$ cat config.mk
export PLATFORM = sky130hd
export DESIGN_NAME = wb_spm_accel
export DESIGN_NICKNAME = d
export VERILOG_FILES = /design/src/rtl/wb_spm_accel.sv
export SDC_FILE = /design/constraint.sdc
export NUM_CORES = 1
export LEC_CHECK = 0
export ABC_AREA = 0
export BUFFER_PORTS_ARGS = -buffer_cell sky130_fd_sc_hd__buf_2
export CAP_MARGIN = 20
export CELL_PAD_IN_SITES_DETAIL_PLACEMENT = 1
export CELL_PAD_IN_SITES_GLOBAL_PLACEMENT = 1
export CORE_ASPECT_RATIO = 0.9
export CORE_MARGIN = 2
export CORE_UTILIZATION = 48
export CTS_CLUSTER_SIZE = 30
export DETAILED_ROUTE_END_ITERATION = 7
export HOLD_SLACK_MARGIN = 0.06
export PLACE_DENSITY = 0.89
export SYNTH_ARGS = -nofsm -noshare
export SYNTH_HDL_FRONTEND = slang
export SYNTH_SLANG_ARGS = --single-unit
$ cat constraint.sdc
create_clock -name clk -period 4.1 [get_ports clk]
set_input_delay 0.615 -clock clk [delete_from_list [all_inputs] [get_ports clk]]
set_output_delay 0.615 -clock clk [all_outputs]
set_load 0.005 [all_outputs]
$ cat src/rtl/wb_spm_accel.sv
// wb_spm_accel: Wishbone-mapped serial shift-add multiplier that produces one product bit per clock.
// Signed mode multiplies the operand magnitudes, then negates the product.
module wb_spm_accel #(
  parameter int          WIDTH     = 32,
  parameter logic [31:0] BASE_ADDR = 32'h3000_0000
) (
  input  logic        clk,
  input  logic        rst_n,
  input  logic        wbs_stb_i,
  input  logic        wbs_cyc_i,
  input  logic        wbs_we_i,
  input  logic [3:0]  wbs_sel_i,
  input  logic [31:0] wbs_adr_i,
  input  logic [31:0] wbs_dat_i,
  output logic        wbs_ack_o,
  output logic [31:0] wbs_dat_o,
  output logic        busy_o,
  output logic        irq_o
);
  localparam int PW = 2 * WIDTH;
  localparam int CW = $clog2(WIDTH);
  typedef enum logic [1:0] {IDLE, RUN, FIN} state_t;
  state_t state_q, state_d;
  logic [CW-1:0] cnt_q, cnt_d;
  logic [WIDTH-1:0] mc_q, mc_d, mp_q, mp_d, mcs_q, mcs_d, mag_c, mag_p;
  logic [PW-1:0] acc_q, acc_d, res;
  logic [WIDTH:0] sum;
  logic [63:0] res64;
  logic [31:0] plo_q, plo_d, phi_q, phi_d, dat_q, dat_d, mask, mc_w, mp_w, rdata;
  logic sgn_q, sgn_d, irq_en_q, irq_en_d, done_q, done_d, busy_q, busy_d;
  logic irq_q, irq_d, ack_q, ack_d, neg_q, neg_d;
  logic hit, req, wr, b0, go, w1c, fin, last, sm, sp;
  logic [2:0] off;
  logic unused_bits;
  assign unused_bits = ^wbs_adr_i[1:0];
  always_comb begin
    hit = wbs_adr_i[31:5] == BASE_ADDR[31:5];
    req = wbs_stb_i & wbs_cyc_i & hit & ~ack_q;
    wr = req & wbs_we_i;
    b0 = wr & wbs_sel_i[0];
    off = wbs_adr_i[4:2];
    mask = {{8{wbs_sel_i[3]}}, {8{wbs_sel_i[2]}}, {8{wbs_sel_i[1]}}, {8{wbs_sel_i[0]}}};
    mc_w = (32'(mc_q) & ~mask) | (wbs_dat_i & mask);
    mp_w = (32'(mp_q) & ~mask) | (wbs_dat_i & mask);
    mc_d = (wr && off == 3'd0) ? mc_w[WIDTH-1:0] : mc_q;
    mp_d = (wr && off == 3'd1) ? mp_w[WIDTH-1:0] : mp_q;
    sgn_d = (b0 && off == 3'd2) ? wbs_dat_i[1] : sgn_q;
    irq_en_d = (b0 && off == 3'd2) ? wbs_dat_i[2] : irq_en_q;
    go = b0 && off == 3'd2 && wbs_dat_i[0] && state_q == IDLE;
    w1c = b0 && off == 3'd3 && wbs_dat_i[1];
    fin = state_q == FIN;
    last = cnt_q == CW'(WIDTH - 1);
    // SIGNED is taken from this same write so START|SIGNED in one access works
    sm = sgn_d & mc_q[WIDTH-1];
    sp = sgn_d & mp_q[WIDTH-1];
    mag_c = sm ? -mc_q : mc_q;
    mag_p = sp ? -mp_q : mp_q;
    sum = {1'b0, acc_q[PW-1:WIDTH]} + (acc_q[0] ? {1'b0, mcs_q} : '0);
    res = neg_q ? -acc_q : acc_q;
    res64 = 64'(res);
    state_d = go ? RUN : (state_q == RUN && last) ? FIN : fin ? IDLE : state_q;
    cnt_d = state_q == RUN ? cnt_q + CW'(1) : '0;
    acc_d = go ? {{WIDTH{1'b0}}, mag_p} : state_q == RUN ? {sum, acc_q[WIDTH-1:1]} : acc_q;
    mcs_d = go ? mag_c : mcs_q;
    neg_d = go ? sm ^ sp : neg_q;
    busy_d = state_d == RUN;
    plo_d = fin ? res64[31:0] : plo_q;
    phi_d = fin ? res64[63:32] : phi_q;
    done_d = fin | (done_q & ~go & ~w1c);
    irq_d = done_d & irq_en_d;
    rdata = off == 3'd0 ? 32'(mc_q) :
            off == 3'd1 ? 32'(mp_q) :
            off == 3'd2 ? {29'd0, irq_en_q, sgn_q, 1'b0} :
            off == 3'd3 ? {30'd0, done_q, busy_q} :
            off == 3'd4 ? plo_q :
            off == 3'd5 ? phi_q : 32'd0;
    ack_d = req;
    dat_d = req ? rdata : 32'd0;
  end
  always_ff @(posedge clk or negedge rst_n) begin
    if (!rst_n) begin
      state_q <= IDLE;
      cnt_q <= '0;
      mc_q <= '0;
      mp_q <= '0;
      mcs_q <= '0;
      acc_q <= '0;
      neg_q <= 1'b0;
      plo_q <= '0;
      phi_q <= '0;
      sgn_q <= 1'b0;
      irq_en_q <= 1'b0;
      done_q <= 1'b0;
      busy_q <= 1'b0;
      irq_q <= 1'b0;
      ack_q <= 1'b0;
      dat_q <= '0;
    end else begin
      state_q <= state_d;
      cnt_q <= cnt_d;
      mc_q <= mc_d;
      mp_q <= mp_d;
      mcs_q <= mcs_d;
      acc_q <= acc_d;
      neg_q <= neg_d;
      plo_q <= plo_d;
      phi_q <= phi_d;
      sgn_q <= sgn_d;
      irq_en_q <= irq_en_d;
      done_q <= done_d;
      busy_q <= busy_d;
      irq_q <= irq_d;
      ack_q <= ack_d;
      dat_q <= dat_d;
    end
  end
  assign wbs_ack_o = ack_q;
  assign wbs_dat_o = dat_q;
  assign busy_o = busy_q;
  assign irq_o = irq_q;
endmodule

# --- After elaboration in Yosys (flattened, before gate mapping) ---
# Index checks and enable logic that the tools add are counted.
op_classes:
  addsub: 5
  mul: 0
  div_mod_pow: 0
  magnitude_cmp: 0
  eq_ne: 10
  shift: 0
  mux: 19
  bitwise_logic: 21
  reduce_logical: 11
op_table:
  columns: ["op", "n"]
  rows:
  - ["$mux 32", 10]
  - ["$mux 64", 3]
  - ["$and 32x32->32", 3]
  - ["$neg 32->32", 2]
  - ["$neg 64->64", 1]
  - ["$or 32x32->32", 2]
  - ["$add 32x32->33", 1]
  - ["$not 32->32", 1]
  - ["$eq 27x25->1 const B", 1]
  - ["$and 1x1->1", 10]
  - ["$logic_and 1x1->1", 8]
  - ["$eq 3x2->1 const B", 2]
  - ["$eq 3x3->1 const B", 2]
  - ["$mux 2", 3]
  - ["$add 5x1->5 const B", 1]
  - ["$eq 5x5->1 const B", 1]
  - ["$mux 5", 1]
  - ["$eq 2x1->1 const B", 2]
  - ["$eq 3x1->1 const B", 1]
  - ["$logic_not 3->1", 1]
  - ["$not 1->1", 3]
  - ["$eq 2x2->1 const B", 1]
  - ["$logic_not 2->1", 1]
  - ["$mux 1", 2]
  - ["3 further kinds", 3]
word_totals:
  ff_bits: 270
  latch_bits: 0
  ram_bits: 0
  romBits: 0
  in_bits: 73
  output_inout_bits: 35
  elab_cells: 82
  n_memories: 0

# --- Longest topological paths before layout ---
# Gate-level depths: netlist (run 1).
logic_depth:
  ltp_word: 13
  depth_mapped: 12
  depth_no_buf: 11

# --- Worst setup path before layout (run 1) ---
# Ideal clock, no wire load.
synth_timing:
  path_kind: "register -> register"
  start: "reg acc_q[0]"
  end: "reg acc_q[63]"
  setup_time_ns: 0.129
  t_arrival_ns: 3.256
  t_required_ns: 3.971
  setup_slack_ns: 0.715
  stages_incl_launch_ff: 13
  path_buffers: 1
  synth_period_minus_slack_ns: 3.385
  cell_sequence: "dfrtp_1 clkbuf_1 and2_1 ha_1 fa_1 a21o_1 a21oi_1 o21ai_0 a32oi_1 a211oi_1 a2111oi_0 nor3_1 o41a_1"
synth_between:
  elab_chain_len: 4
synth_rtl:
  columns: ["element", "line", "rtl"]
  rows:
  - ["from (decl)", "26", "logic [PW-1:0] acc_q, acc_d, res;"]
  - ["from (signal assigned)", "87", "acc_q <= '0;"]
  - ["from (signal assigned)", "104", "acc_q <= acc_d;"]
  - ["$mux 32", "58", "sum = {1'b0, acc_q[PW-1:WIDTH]} + (acc_q[0] ? {1'b0, mcs_q} : '0);"]
  - ["$add 32x32->33", "58", null]
  - ["$mux 64 (2 in a row)", "63", "acc_d = go ? {{WIDTH{1'b0}}, mag_p} : state_q == RUN ? {sum, acc_q[WIDTH-1:1]} : acc_q;"]
# Every way passes these cells. The select of a mux whose other input is x is not followed.
# A chain may end at the register's enable or synchronous reset.

# --- Final worst setup path (run 1) ---
layout_timing:
  start: "reg acc_q[22]"
  end: "reg phi_q[23]"
layout_between:
  elab_chain_len: 2
layout_rtl:
  columns: ["element", "line", "rtl"]
  rows:
  - ["$neg 64->64", "59", "res = neg_q ? -acc_q : acc_q;"]
  - ["$mux 64", "59", null]
  - ["to (signal assigned)", "107", "phi_q <= phi_d;"]
  - ["to (decl)", "29", "logic [31:0] plo_q, plo_d, phi_q, phi_d, dat_q, dat_d, mask, mc_w, mp_w, rdata;"]
# Every way passes these cells.

==> results of run 1 <==
## final cells by class
type	instances	area share
multi-input combinational	1221	0.468
sequential	270	0.395
clock buffer	45	0.0494
timing repair buffer	142	0.0490
tap	409	0.0299
inverter	22	0.00482
clock inverter	5	0.00460
## cells in the mapped netlist, types with 4 or more instances
cell,n
dfrtp_1,270
nand2_1,219
o21ai_0,177
xor2_1,115
clkbuf_1,83
a21oi_1,74
mux2_2,63
nand3_1,47
nor2_1,41
and2_1,39
mux2i_1,38
ha_1,37
a211oi_1,36
and3_1,35
o31ai_1,32
o22ai_1,31
xnor2_1,29
or3_1,27
nor3_1,25
inv_1,22
o41ai_1,17
nand2b_1,14
nor4_1,13
or4_1,12
a21o_1,10
or2_2,9
nor4b_1,8
o21a_1,7
nand4_1,6
o21ai_1,6
buf_2,5
nor2b_1,5
o21bai_1,5
buf_1,4
## cell families after synthesis
group	Yosys count	synth area share
DFF	270	0.445
adders and majority gates	38	0.0318
AOI/OAI and AO/OA	422	0.169
buffers and inverters	114	0.0286
muxes	102	0.0726
and+or+nand+nor	515	0.170
xor gates and xnor gates	144	0.0832
## cells in the final DEF (no fill, tap or decap), drive strengths merged, types with 5 or more instances in the layout
cell type	Yosys	final
nor2	41	41
nand3	47	47
and2	39	39
o21ai	183	183
a211oi	36	36
nand2	219	219
o21bai	5	5
clkbuf	83	46
or3	28	28
o41ai	19	19
nor2b	5	5
mux2i	38	38
nor4b	8	8
xor2	115	115
inv	22	22
o31ai	32	32
o22ai	31	31
ha	37	37
xnor2	29	29
nand4	6	6
or4	14	14
nor4	15	15
nand2b	14	14
or2	10	10
o21a	7	7
mux2	64	64
a21o	10	10
a21oi	74	74
nor3	25	25
dfrtp	270	270
and3	35	35
buf	9	141
## power by group
part           leakage [nW]  internal (W)    switching (W)
registers              3.48       0.00266  0.0000000000116
clock network         0.453       0.00153          0.00112
logic                  4.08     0.0000555         0.000130
total                  8.02       0.00425          0.00125
## path summary, 6_finish.rpt
check / startpoint / to / depth (start not counted)
worst max register to register: acc_q[22]$_DFFE_PN0P_ / phi_q[23]$_DFFE_PN0P_ / 8
worst min-delay path: rst_n / phi_q[22]$_DFFE_PN0P_ / 1
min in group clk: wbs_dat_i[9] / flop / 2
worst min register to register: cnt_q[0]$_DFF_PN0_ / cnt_q[0]$_DFF_PN0_ / 1
max in group asynchronous: rst_n / state_q[1]$_DFF_PN0_ / 2
worst max-delay path: acc_q[22]$_DFFE_PN0P_ / phi_q[23]$_DFFE_PN0P_ / 8
## metal layers
metal | track usage | vias to the layer above
met4 | 0.162 | 0
met3 | 0.0574 | 196
met5 | 0 | -
li1 | - | 5908
met1 | 0.387 | 6945
met2 | 0.531 | 605
## per-stage QoR
step	total power, W	instances	utilization	setup slack (ps)	hold WS (ps)
after floorplan	0.00277	1605	-	715	319
after global placement	0.00289	2062	0.522	509	449
after detailed placement	0.00290	2062	0.522	403	470
after CTS	0.00550	2112	0.552	367	125
after global routing	0.00562	2114	0.553	124	141
final	0.00550	2114	0.553	366	91.8
## what timing repair did
| item | in CTS | in global routing |
|---|---|---|
| endpoints found under the hold margin | 0 | 0 |
| resized for setup | 0 | 1 |
| setup endpoints to repair | 0 | 1 |
==> metrics.cfg, run 1 <==
[clock_network]
cts-buffers-inserted=29
htreeDepth=1
clock-sinks=270
worstSkewPairLatency_ps=560
post_cts_buffers=0
cts_hold_buf=0
cts-root-buf=clkbuf_16
clkTransAtPathRegs_ps=60
ctsLongestPathBuffers=3
cts_tree=built

[finish]
n_antenna_cell=0
seqCellArea_mm2=0.00676
drive_gt1_frac=0.157
fill_cells=3505
finalNetCount=1797
multi_input_area_mm2=0.00801
design_area_mm2=0.0171
synthToLayoutAreaGrowth_pct=12.9

[timing]
rsz0062_at_grt=no
worstMarginPinSlew_ps=1070
fin_crit_ps=3730
timing.fmax_mhz=268
final_hold_viol_count=0
slew_headroom=0.287
slew_violations=0
finalSetupViolCount=0
fin_skew_ps=13.9
setup_tns_ps=0
timing.final.crit_share=0.911

[yosys]
syn_nets=1716
synth_ff_type=dfrtp_1
ys_top_cells_by_area=dfrtp_1 (45%), xor2_1 (6.6%), o21ai_0 (5.8%), nand2_1 (5.4%), mux2_2 (4.7%)
ys_ff_latch=270
synth.top_cell.area_share=0.445
yosysUniqueCellTypes=63
synthCells=1605
synth_area_per_cell_um2=9.45
yosys_warnings=0
synth_area_leader_cell=dfrtp_1
synthArstFlopShare=1.00
synth_edf_count=0
syn-cell-area_mm2=0.0152
yosysSeqAreaShare=0.445

[grt]
grt.overflow.total=0
antenna_found_initial=0
grt_pass1_wl_um=82300
grt_max_degree=97
track_usage=0.316
grt_pass1_vias=14808

[critical_path]
cp_slowest_cell=nor4_1
start_kind=flop
critical_path_buf_inv_count=0
cp_data_required_time_ps=4490
cp.arrival_ps=4120
crit_type=reg -> reg
crit_chain=or4_1 > nor4_1 > nand3_1 > or3_1 > nor2_1 > nor2b_1 > xnor2_1 > o21ai_0
path_max_fanout=8
r2r_setup_slack_ps=370
critPathMaxStageDelay_ps=700
endpoint_kind=flop
cp_top_family=simple AND/OR/NAND/NOR gates

[floorplanning]
coreArea_mm2=0.0310
die_area_mm2=0.0330
die_w_um=191
die_h_um=173
start_util=0.489
fp-row-count=61
pin_count=108

[detailed_routing]
dr_wl_met3_um=3460
drt-pass1-iter-count=5
ant_nets=0
top_layer_used=met4
drt_iter0_markers=1018
postRouteWirelength_um=52400
wire_per_inst_um=24.8
wl_met2_um=25200
avgViaCountPerCell=6.46
wl_met1_um=20800
dr_total_vias=13654
drc=0

[run]
maxCapViolations=0

[pwr]
p_leak_nw=8.02
powerDensity_mw_per_mm2=321
vdd_drop_max_mv=0.312

[outcome]
outcome=completed

[placement]
place_area_mm2=0.0162
dp_hpwl_um=35400
place_congestion=0.861
io_buffers=105

[worst_hold_path]
holdCritPathClass=in -> async

(Power assumes the default switching activity.)
==> inputs of run 2 (changes only) <==
Settings changed: CORE_UTILIZATION 48 to 39, GPL_ROUTABILITY_DRIVEN from default to 0, PLACE_DENSITY 0.89 to 0.76.
==> run 2 against run 1 <==
Compared with the run above: power rose by 6.2%; non-clock buffer count is 7 higher; routed wire length fell by 7.1%; first-iteration DRC count down 21%; final area grew 2.3%; global-route usage down 7.0 points; maximum frequency up 1.2%; register-to-register slack gained 40 ps; sequential share of layout area shrank 0.89 points; critical path type unchanged; largest power group is now the clock network.
==> metrics.cfg, run 2 (same netlist as run 1, synthesis figures left out) <==
[outcome]
outcome=completed

[worst_hold_path]
hp-start=wbs_dat_i[15]
holdCritPathClass=in -> reg
min_path_cells=2

[floorplanning]
die_w_um=212
pin_count=108
start_util=0.395
fp-row-count=68
die_area_mm2=0.0405
die_h_um=191
coreArea_mm2=0.0384

[pwr]
p_clk_frac=0.512
vdd_drop_max_mv=0.262
powerDensity_mw_per_mm2=333
power_switching_w=0.00131
combPwrFrac=0.031
p_leak_nw=8.14
intPower_w=0.00453
p_sw_frac=0.225
seq_power_share=0.456

[timing]
final_hold_viol_count=0
setup_tns_ps=0
finalSetupViolCount=0
slew_headroom=0.368
worstMarginPinSlew_ps=948
slew_violations=0
rsz0062_at_grt=no
timing.fmax_mhz=271
fin_skew_ps=17.5
timing.final.crit_share=0.900
fin_crit_ps=3690

[detailed_routing]
drc=0
drt_iter0_markers=807
wire_per_inst_um=21.7
postRouteWirelength_um=48700
ant_nets=0
dr_total_vias=12870
drt-pass1-iter-count=5
avgViaCountPerCell=5.74

[clock_network]
ctsLongestPathBuffers=3
htreeDepth=1
cts-root-buf=clkbuf_16
clock-sinks=270
cts_tree=built
cts-buffers-inserted=30
worstSkewPairLatency_ps=580
clkTransAtPathRegs_ps=60
post_cts_buffers=0

[finish]
final_cell_mix=dfrtp_1 (269), nand2_1 (219), o21ai_0 (177), xor2_1 (115), buf_2 (104)
n_antenna_cell=0
design_area_mm2=0.0175
drive_gt1_frac=0.166
layout_commonest_cell=dfrtp_1
finalNetCount=1805
fill_cells=4422
postLayoutCoreUtil=0.456
multi_input_area_mm2=0.00801
synthToLayoutAreaGrowth_pct=15.5
seqCellArea_mm2=0.00676

[grt]
grt_max_degree=87
grt_pass1_wl_um=77800
grt_pass1_vias=13666
track_usage=0.246
grt.overflow.total=0
antenna_found_initial=0

[placement]
place_area_mm2=0.0164
io_buffers=105
dp_hpwl_um=34500

[critical_path]
ff2ff_path_depth=8
crit_type=reg -> reg
endpoint_kind=flop
worstReg2RegEnd=mcs_q[29]$_DFFE_PN0P_
r2r_setup_slack_ps=410
cp_data_required_time_ps=4530
start_kind=flop
cp.arrival_ps=4120
path_max_fanout=4

[run]
maxCapViolations=0

==> run 2: cell types whose count changed in the layout (fill, tap and decap cells not counted), sizes merged <==
cell	delta
buf	+7
clkbuf	-5
clkinv	+4
bufinv	+3
clkinvlp	+3
dlygate4sd3	+1
==> run 2: stage by stage <==
step / setup slack, ps / hold WS, ps / std cells / power (W)
2_1_floorplan: 715 / 319 / 1605 / 0.00277
3_3_place_gp: 507 / 445 / 2184 / 0.00289
3_5_place_dp: 343 / 467 / 2184 / 0.00290
4_1_cts: 382 / 263 / 2241 / 0.00588
5_1_grt: 120 / 282 / 2243 / 0.00601
6_report: 409 / 280 / 2243 / 0.00584
==> run 2: what timing repair did <==
item / 4_1_cts / 5_1_grt
setup endpoints to repair: 0 / 1
hold buffers: 1 / 0
gates resized for setup: 0 / 1
endpoints found under the hold margin: 66 / 0
==> run 2: metal layers <==
layer / part of all wire / GRT usage / routed length (um)
met3: 0.054 / 0.0458 / 2640
met2: 0.48 / 0.413 / 23200
met4: 0.033 / 0.0810 / 1620
met5: 0 / 0 / 0
met1: 0.44 / 0.321 / 21200
==> run 2: worst max path at each step <==
stage | start | endpoint | slack, ps | cells after the start
floorplan | acc_q[0]$_DFFE_PN0P_ | acc_q[63]$_DFFE_PN0P_ | 710 | 12
global placement | wbs_adr_i[6] | mcs_q[30]$_DFFE_PN0P_ | 510 | 10
detailed placement | wbs_adr_i[16] | mcs_q[30]$_DFFE_PN0P_ | 340 | 10
CTS | acc_q[0]$_DFFE_PN0P_ | acc_q[60]$_DFFE_PN0P_ | 380 | 11
global route | acc_q[0]$_DFFE_PN0P_ | acc_q[63]$_DFFE_PN0P_ | 120 | 12
finish | flop | mcs_q[29]$_DFFE_PN0P_ | 410 | 8
==> run 2: power by group through the flow <==
stage | sequential [W] | clock [W] | combinational [W]
6_report | 0.00266 | 0.00299 | 0.000184
5_1_grt | 0.00266 | 0.00315 | 0.000201
4_1_cts | 0.00266 | 0.00303 | 0.000186
3_5_place_dp | 0.00271 | 0 | 0.000184
3_3_place_gp | 0.00271 | 0 | 0.000179
2_1_floorplan | 0.00271 | 0 | 0.0000561
==> run 2: worst max-delay path, cell delays in order (launching register included) <==
cell,delay (ps)
dfrtp_1,380
nor3_1,740
nand4b_1,460
or4b_4,660
or3_4,360
or4_4,450
o41ai_2,240
xor2_1,180
o21ai_1,70
==> run 2: final cells by class <==
cell class,instances,share of cell area
clock buffers,41,0.0499
clock inverters,15,0.0125
inverters,22,0.00471
multi-input cells,1221,0.457
flip-flops and latches,270,0.386
well taps,525,0.0375
repair buffers,149,0.0524
==> inputs of run 3 (changes only) <==
Settings changed: BUFFER_PORTS_ARGS -buffer_cell sky130_fd_sc_hd__buf_2 to default, DONT_BUFFER_PORTS from default to 1, PLACE_DENSITY 0.76 to 0.73.
==> run 3 against run 2 <==
Compared with the run above: the flow now finishes with violations (hold timing); clock-buffer cell count is 3 lower; maximum frequency is 0.11% lower; utilization fell by 1.8 points; non-clock buffer count is 117 lower; clock skew about the same; hold slack got worse by 520 ps; register-to-register slack is essentially flat; via count decreased by 3.2%; power decreased by 2.5%; sequential share of layout area rose by 1.5 points; routed wire length decreased by 1.4%; largest cell class unchanged; highest routed layer is now met5.
==> metrics.cfg, run 3 (same netlist as run 1, synthesis figures left out) <==
[finish]
layoutNonFillerInstCount=2122
postLayoutCoreUtil=0.439
drive_gt1_frac=0.105
synthToLayoutAreaGrowth_pct=11.0
n_antenna_cell=0
layout_commonest_cell=dfrtp_1
final_cell_mix=dfrtp_1 (269), nand2_1 (219), o21ai_0 (177), xor2_1 (115), a21oi_1 (74)
finalNetCount=1687

[floorplanning]
fp-row-count=68
coreArea_mm2=0.0384
die_area_mm2=0.0405
start_util=0.395
die_w_um=212
die_h_um=191
pin_count=108

[critical_path]
critical_path_buf_inv_count=1
cp_slowest_cell=a2111oi_1
cp_data_required_time_ps=4550
endpoint_kind=flop
start_kind=flop
crit_chain=buf_4 > and2_1 > ha_1 > and3_1 > a221oi_1 > o21ai_0 > a32oi_1 > a211oi_1 > a2111oi_1 > nor3_1 > o41a_1
cp_top_family=compound AO/OA/AOI/OAI gates
path_max_fanout=31
crit_type=reg -> reg
cp.arrival_ps=4140
critPathMaxStageDelay_ps=520

[outcome]
outcome=finished, violations left
violations=hold timing

[timing]
rsz0062_at_grt=no
timing.fmax_mhz=271
timing.final.crit_share=0.901
finalSetupViolCount=0
setup_tns_ps=0
fin_crit_ps=3700
whs_ps=-244
worstMarginPinSlew_ps=1040
slew_violations=0
slew_headroom=0.305
final_hold_viol_count=270
fin_skew_ps=17.0

[clock_network]
clkTransAtPathRegs_ps=70
htreeDepth=1
cts-buffers-inserted=29
cts_tree=built
ctsLongestPathBuffers=3
clock-sinks=270
worstSkewPairLatency_ps=570
cts-root-buf=clkbuf_16
post_cts_buffers=0

[detailed_routing]
drt_iter0_markers=773
drt-pass1-iter-count=5
dr_total_vias=12462
drc=0
avgViaCountPerCell=5.87
ant_nets=0
postRouteWirelength_um=48000
wire_per_inst_um=22.6

[worst_hold_path]
holdCritPathClass=in -> async

[grt]
grt_pass1_vias=13133
grt.overflow.total=0
grt_max_degree=271
track_usage=0.238
antenna_found_initial=1
grt_pass1_wl_um=75000

[pwr]
vdd_drop_max_mv=0.296
powerDensity_mw_per_mm2=338
p_leak_nw=7.59

[placement]
io_buffers=0
dp_hpwl_um=32600
dpl.cell_count=2069

[run]
maxCapViolations=0

run 3: cell types whose count changed in the layout (fill, tap and decap cells not counted), sizes merged:
cell / delta
dlygate4sd3: -1
buf: -116
clkinv: -2
clkinvlp: -1
clkbuf: -3
bufinv: +2
run 3: final timing paths:
check / start / end / slack (ps) / cells after the start
worst min-delay path: rst_n / acc_q[21]$_DFFE_PN0P_ / -240 / 0
min in group clk: wbs_dat_i[1] / flop / 180 / 2
max in group asynchronous: rst_n / busy_o$_DFF_PN0_ / 4040 / 0
worst min register to register: cnt_q[0]$_DFF_PN0_ / cnt_q[0]$_DFF_PN0_ / 460 / 1
worst max register to register: acc_q[0]$_DFFE_PN0P_ / acc_q[63]$_DFFE_PN0P_ / 400 / 11
worst max-delay path: acc_q[0]$_DFFE_PN0P_ / acc_q[63]$_DFFE_PN0P_ / 400 / 11
run 3: through the flow:
stage	worst slack [ps]	area [um^2]	power (W)	hold slack, ps
2_1_floorplan	715	15200	0.00277	319
3_3_place_gp	481	15700	0.00277	331
3_5_place_dp	377	15700	0.00277	331
4_1_cts	307	16800	0.00574	-265
5_1_grt	104	16800	0.00584	-269
6_report	405	16800	0.00569	-244
run 3: final cells by class:
cell class	count	area [um^2]
Fill cell	4336	21500
Multi-Input combinational cell	1221	8010
Sequential cell	270	6760
Clock buffer	38	820
Tap cell	525	657
Timing Repair Buffer	32	265
Clock inverter	14	250
Inverter	22	82.6
run 3: routing by layer:
layer | wire (um) | global-route usage | vias to the layer above
met5 | 16 | 0 | -
met4 | 1800 | 0.0845 | 2
li1 | - | - | 5692
met2 | 22500 | 0.400 | 343
met3 | 2490 | 0.0407 | 107
met1 | 21200 | 0.310 | 6318
run 3: timing repair:
item	CTS	global route
gates resized for setup	0	1
endpoints found under the hold margin	270	270
endpoints found under the setup margin	0	1
run 3: power breakdown:
part           total [W]    switching (W)  internal, W  leakage, nW
sequential       0.00266  0.0000000000115      0.00266         3.48
combinational  0.0000570        0.0000303    0.0000267         3.58
clock            0.00297          0.00113      0.00184        0.523
total            0.00569          0.00116      0.00453         7.59
